**src/rtl/demux7_reg.sv**
```systemverilog
// Registered 1-to-7 demux: holds one word and presents it on out0..out6, flagging destinations via out_valid.
// Latency 1 cycle accept-to-out_valid; 1 word/cycle sustained when destinations are ready.
// Backpressure: in_ready drops while any pending destination stalls; DEMUX_BCAST_EN makes select 7 broadcast.
`ifndef DataWidth
`define DataWidth 8
`endif

module demux7_reg #(
    parameter int DEMUXWIDTH = `DataWidth
) (
    input  logic                  clk,
    input  logic                  rst,
    input  logic [DEMUXWIDTH-1:0] in_data,
    input  logic                  in_valid,
    input  logic [2:0]            select,
    output logic                  in_ready,
    output logic [DEMUXWIDTH-1:0] out0,
    output logic [DEMUXWIDTH-1:0] out1,
    output logic [DEMUXWIDTH-1:0] out2,
    output logic [DEMUXWIDTH-1:0] out3,
    output logic [DEMUXWIDTH-1:0] out4,
    output logic [DEMUXWIDTH-1:0] out5,
    output logic [DEMUXWIDTH-1:0] out6,
    output logic [6:0]            out_valid,
    input  logic [6:0]            out_ready
);

    typedef enum logic {EMPTY, HOLD} state_t;

    state_t                state, state_nxt;
    logic [6:0]            pending, pending_nxt;
    logic [DEMUXWIDTH-1:0] held, held_nxt;
    logic [6:0]            remaining;
    logic                  accept;

    function automatic logic [6:0] decode(input logic [2:0] s);
        logic [6:0] m;
        m = 7'd0;
        if (s == 3'd7) begin
`ifdef DEMUX_BCAST_EN
            m = 7'h7F;
`else
            m = 7'b100_0000;
`endif
        end else begin
            m = 7'd1 << s;
        end
        return m;
    endfunction

    always_ff @(posedge clk or posedge rst) begin
        if (rst) begin
            state   <= EMPTY;
            pending <= 7'd0;
            held    <= '0;
        end else begin
            state   <= state_nxt;
            pending <= pending_nxt;
            held    <= held_nxt;
        end
    end

    // Destinations still owed the held word after this cycle's handshakes.
    assign remaining = pending & ~out_ready;
    assign in_ready  = (state == EMPTY) || (remaining == 7'd0);
    assign accept    = in_valid && in_ready;

    always_comb begin
        state_nxt   = state;
        pending_nxt = pending;
        held_nxt    = held;
        if (accept) begin
            held_nxt    = in_data;
            pending_nxt = decode(select);
            state_nxt   = HOLD;
        end else if (state == HOLD) begin
            pending_nxt = remaining;
            state_nxt   = (remaining == 7'd0) ? EMPTY : HOLD;
        end
    end

    assign out_valid = pending;
    assign out0      = held;
    assign out1      = held;
    assign out2      = held;
    assign out3      = held;
    assign out4      = held;
    assign out5      = held;
    assign out6      = held;

endmodule
```
**config.mk**
```make
export PLATFORM = sky130hd
export DESIGN_NAME = demux7_reg
export DESIGN_NICKNAME = d
export VERILOG_FILES = /design/src/rtl/demux7_reg.sv
export SDC_FILE = /design/constraint.sdc
export NUM_CORES = 1
export LEC_CHECK = 0
export ABC_AREA = 1
export CAP_MARGIN = 30
export CORE_UTILIZATION = 35
export DETAILED_ROUTE_END_ITERATION = 7
export PLACE_DENSITY = 0.8
export RECOVER_POWER = 50
export SYNTH_ARGS = -nofsm -noshare
export SYNTH_HDL_FRONTEND = slang
export SYNTH_SLANG_ARGS = --single-unit
```
**constraint.sdc**
```tcl
create_clock -name clk -period 1.4 [get_ports clk]
set_input_delay 0.28 -clock clk [delete_from_list [all_inputs] [get_ports clk]]
set_output_delay 0.28 -clock clk [all_outputs]
set_load 0.02 [all_outputs]
```
# Yosys cells after proc, flatten, opt, wreduce, memory -nomap -nowiden

Index checks and enable logic that the tools add are counted.

Flip-flop bits (word level): 16
Logic and storage cells: 18

Equality and inequality tests: 1
Shifts and indexed selects: 1
Muxes and demuxes: 6
Bitwise logic cells: 3
Reductions and logical operators: 4

Operators with widths:

| kind                                             | number |
|---|---|
| two-way mux 7 bit                                | 3 |
| AND 7 bit                                        | 1 |
| logical NOT 7 bit                                | 1 |
| inverter 7 bit                                   | 1 |
| << shifter 1 x 3 -> 7 bit (first input constant) | 1 |
| equality test 3 bit (second input constant)      | 1 |
| two-way mux 1 bit                                | 3 |
| nonzero test 2 bit                               | 1 |
| logical AND 1 bit                                | 1 |
| logical OR 1 bit                                 | 1 |
| inverter 1 bit                                   | 1 |

# Logic depth before layout (Yosys ltp)

Depth in word-level cells: 6
Depth in mapped cells: 11
Mapped depth without buffers: 10

# Worst setup path after synthesis

No wires, ideal clock.

Path type: register to output
From: register pending[3], in the netlist out_valid[3]
To: output port in_ready
Arrival: 1060 ps
Slack: 60 ps
Cell stages (with the launch flop): 7
Path through: dfrtp_1 -> nand2_2 -> nand2_1 -> nor2_2 -> nand2_2 -> nand2_4 -> buf_4

Word-level cells in the longest chain between the ends: 3

RTL lines:

| item                   | RTL line | text |
|---|---|---|
| start, declared        | 31       | `logic [6:0] pending, pending_nxt;` |
| start signal, assigned | 58       | `pending <= pending_nxt;` |
| AND 7 bit              | 64       | `assign remaining = pending & ~out_ready;` |
| logical NOT 7 bit      | 65       | `assign in_ready = (state == EMPTY) \|\| (remaining == 7'd0);` |
| logical OR 1 bit       | 65       |  |
| end, declared          | 16       | `output logic in_ready,` |

Every way passes these cells.

# Worst setup path after layout

From: register pending[6], in the netlist out_valid[6]
To: output port in_ready

Same word-level chain as after synthesis.

==> summary.txt <==
Place
  – IO Port Bufs: 84
  – Placement Cell Area: between 0.0015 and 0.002 mm^2
  – DPL Wire Length: 2.14 mm
  – Gpl congestion: 0.844
  – Dpl ws: -0.656 ns
  – Dpl cells: 262

Route
  – Max Used Layer: met4
  – Drt first-iter violations: 32
  – DRT Wirelength: 2.94 mm
  – Vias: 1130
  – Met2 Routed Length: 1.44 mm
  – Antenna Violating Nets Remaining: 0
  – Detailed Routing Iterations Pass 1: 4
  – Routed met1 length: 1.26 mm
  – DRC: 0
  – DR vias/cell: between 4 and 5
  – Met3 WL post-DR: 224 um
  – WL/cell: around 11 um

Pwr
  – Internal power: 2.02 mW
  – Register share of total power: 21.4%
  – Leakage power total: 1.06 nW
  – Power, Total: between 4 and 5 mW
  – Worst vdd ir: around 0.8 mV
  – NetSw: 2.33 mW
  – Pwr dens: 2390 mW/mm^2
  – Switch share: 53.6%
  – Clock network fraction of total power: 7.3%
  – Combinational power share: 71.3%

Synth
  – Post-Syn Area: between 0.001 and 0.0015 mm^2
  – Yosys cell types: 15
  – Ys Warns: 0
  – Seq cells post-synth: 16
  – Mapped Nets: 187
  – Post-synthesis sequential area ratio: 32.7%
  – Post-Synthesis Mean Instance Area: 7.37 um^2
  – Post-Syn Instances: 166

Layout
  – Area grow syn2layout: 48.4%
  – Post-layout nets: around 240
  – Design Area, Final: 0.00182 mm^2
  – Most common cell after layout, fill and taps aside: nand2_1
  – Util after Layout: 54.4%
  – Most frequent cells in the layout: nand2_1 (41), clkbuf_2 (25), dlygate4sd2_1 (25)
  – Number of inserted diodes: 0
  – Share of cells above drive strength 1: 32.6%
  – Final Non-Filler Cells: 267

CTS
  – Num Clock Sinks: 16
  – CTS tree: built
  – Clock Path Buffers: 2
  – Clock latency on the worst-skew pair: 0.29 ns
  – CTS Buf Count: 3
  – CTS H-tree depth: 1
  – CTS Root Cell: clkbuf_4
  – Reg clk slew, reported paths: 0.10 ns

Timing
  – Layout Skew: 0.00650 ns
  – Worst slew pin tran: 0.944 ns
  – Setup TNS: -0.118 ns
  – Final WS setup: -0.118 ns
  – Crit path time final: 1.52 ns
  – RSZ-0062 raised after global routing: true
  – WHS: 0.376 ns
  – Finish-stage setup viols: 1
  – Max_slew headroom: 37.0%
  – Final Hold Violating Endpoints: 0
  – Pins Over Slew Limit: 0
  – Crit share post-route: 108%
  – Max Freq: 659 MHz

Global route
  – Total track usage: between 10% and 20%
  – First-pass GRT wire length: 4.17 mm
  – Vias in the first global route: 925
  – Antenna violations before repair: 0
  – Remaining Overflow, GRT: 0
  – Largest net degree at the start of global routing: 18

Outcome
  – Status: finished with violations
  – Violated checks: setup timing

Worst setup path
  – CP Class: flop to primary output
  – Critical Path Start Type: flop
  – Crit. End Element: primary output
  – Critical R2R Capture: out_valid[4]
  – CP Max Fanout: 2
  – CP arrival: about 1.2 ns
  – Worst R2R Setup Slack: 0.01 ns
  – CP required: 1.12 ns
  – Reg2Reg Depth: 10
  – RR Startpoint: out_valid[6]

Floorplan
  – Row cnt: 21
  – DIE AREA: 0.00374 mm^2
  – Die H: 61.1 um
  – IO Count: 85
  – Core Area: 0.00334 mm^2
  – Die Wd: 61.1 um
  – Initial core utilization: 36.7%

Job
  – # Max-Cap Violations: 0

Hold path
  – Hold crit path type: input port to flop
  – Min-delay src: out_ready[1]
  – Min-Delay Endpoint: out_valid[1]
  – Worst Hold Path Cells: 6
==> kinds of logic after synthesis <==
kind of cell	Yosys count	synth area share (%)
AND/OR/NAND/NOR	83	30.6
AO/OA/AOI/OAI	2	1.02
flip-flops	16	32.7
buffers and inverters	65	35.7
==> synthesized netlist by cell type (all sizes together) <==
cell	number	area share [%]
nor2	4	1.6
buf	51	31
nand3	24	9.8
dfrtp	16	33
o21bai	1	0.61
clkbuf	1	0.31
inv	13	4.0
nor3	2	0.82
nand2	53	18
o21ai	1	0.41
==> state kept, by name, summed over array words and instances, names as in the netlist <==
signal	flops
out0	8
out_valid	7
state	1
==> power by group through the flow <==
stage,Combinational [mW],Clock [mW],Sequential [mW]
floorplan,2.37,0,1.14
global placement,3.63,0,0.908
finish,3.10,0.316,0.930
CTS,3.09,0.327,0.892
global route,3.33,0.344,0.977
detailed placement,3.68,0,0.927
==> area by class of cell <==
| type | instances | area [um^2] |
|---|---|---|
| Clock buffer | 4 | 36.3 |
| Sequential cell | 16 | 410 |
| Multi-Input combinational cell | 85 | 418 |
| Inverter | 13 | 48.8 |
| Tap cell | 46 | 57.6 |
| Timing Repair Buffer | 103 | 845 |
| Fill cell | 353 | 1520 |
==> how the worst max path moves through the flow <==
stage | start | end | slack, ns | cells past startpoint
final | out_valid[6] | in_ready | -0.12 | 6
after global routing | out_valid[6] | in_ready | -0.16 | 6
after CTS | out_ready[5] | in_ready | -0.21 | 8
after detailed placement | out_ready[5] | in_ready | -0.66 | 8
after global placement | out_ready[3] | in_ready | -0.64 | 8
after floorplan | out_valid[3] | in_ready | 0.06 | 6
==> critical path: stages (launching register included) <==
cell and delay (ns):
dfrtp_1 0.42, nand2_2 0.09, nand2_2 0.07, nor2_4 0.11
nand2_2 0.07, nand2_4 0.07, buf_6 0.11
==> what timing repair did <==
item	4_1_cts	5_1_grt
pin swaps	0	8
resized for setup	79	78
endpoints found under the setup margin	79	75
setup buffers	0	1
hold buffers	0	0
==> layer usage <==
layer	track usage, %	vias up
met3	1.89	2
met1	17.9	503
li1	-	574
met4	4.87	0
met2	28.1	51
met5	0	-
(Power assumes the default switching activity.)
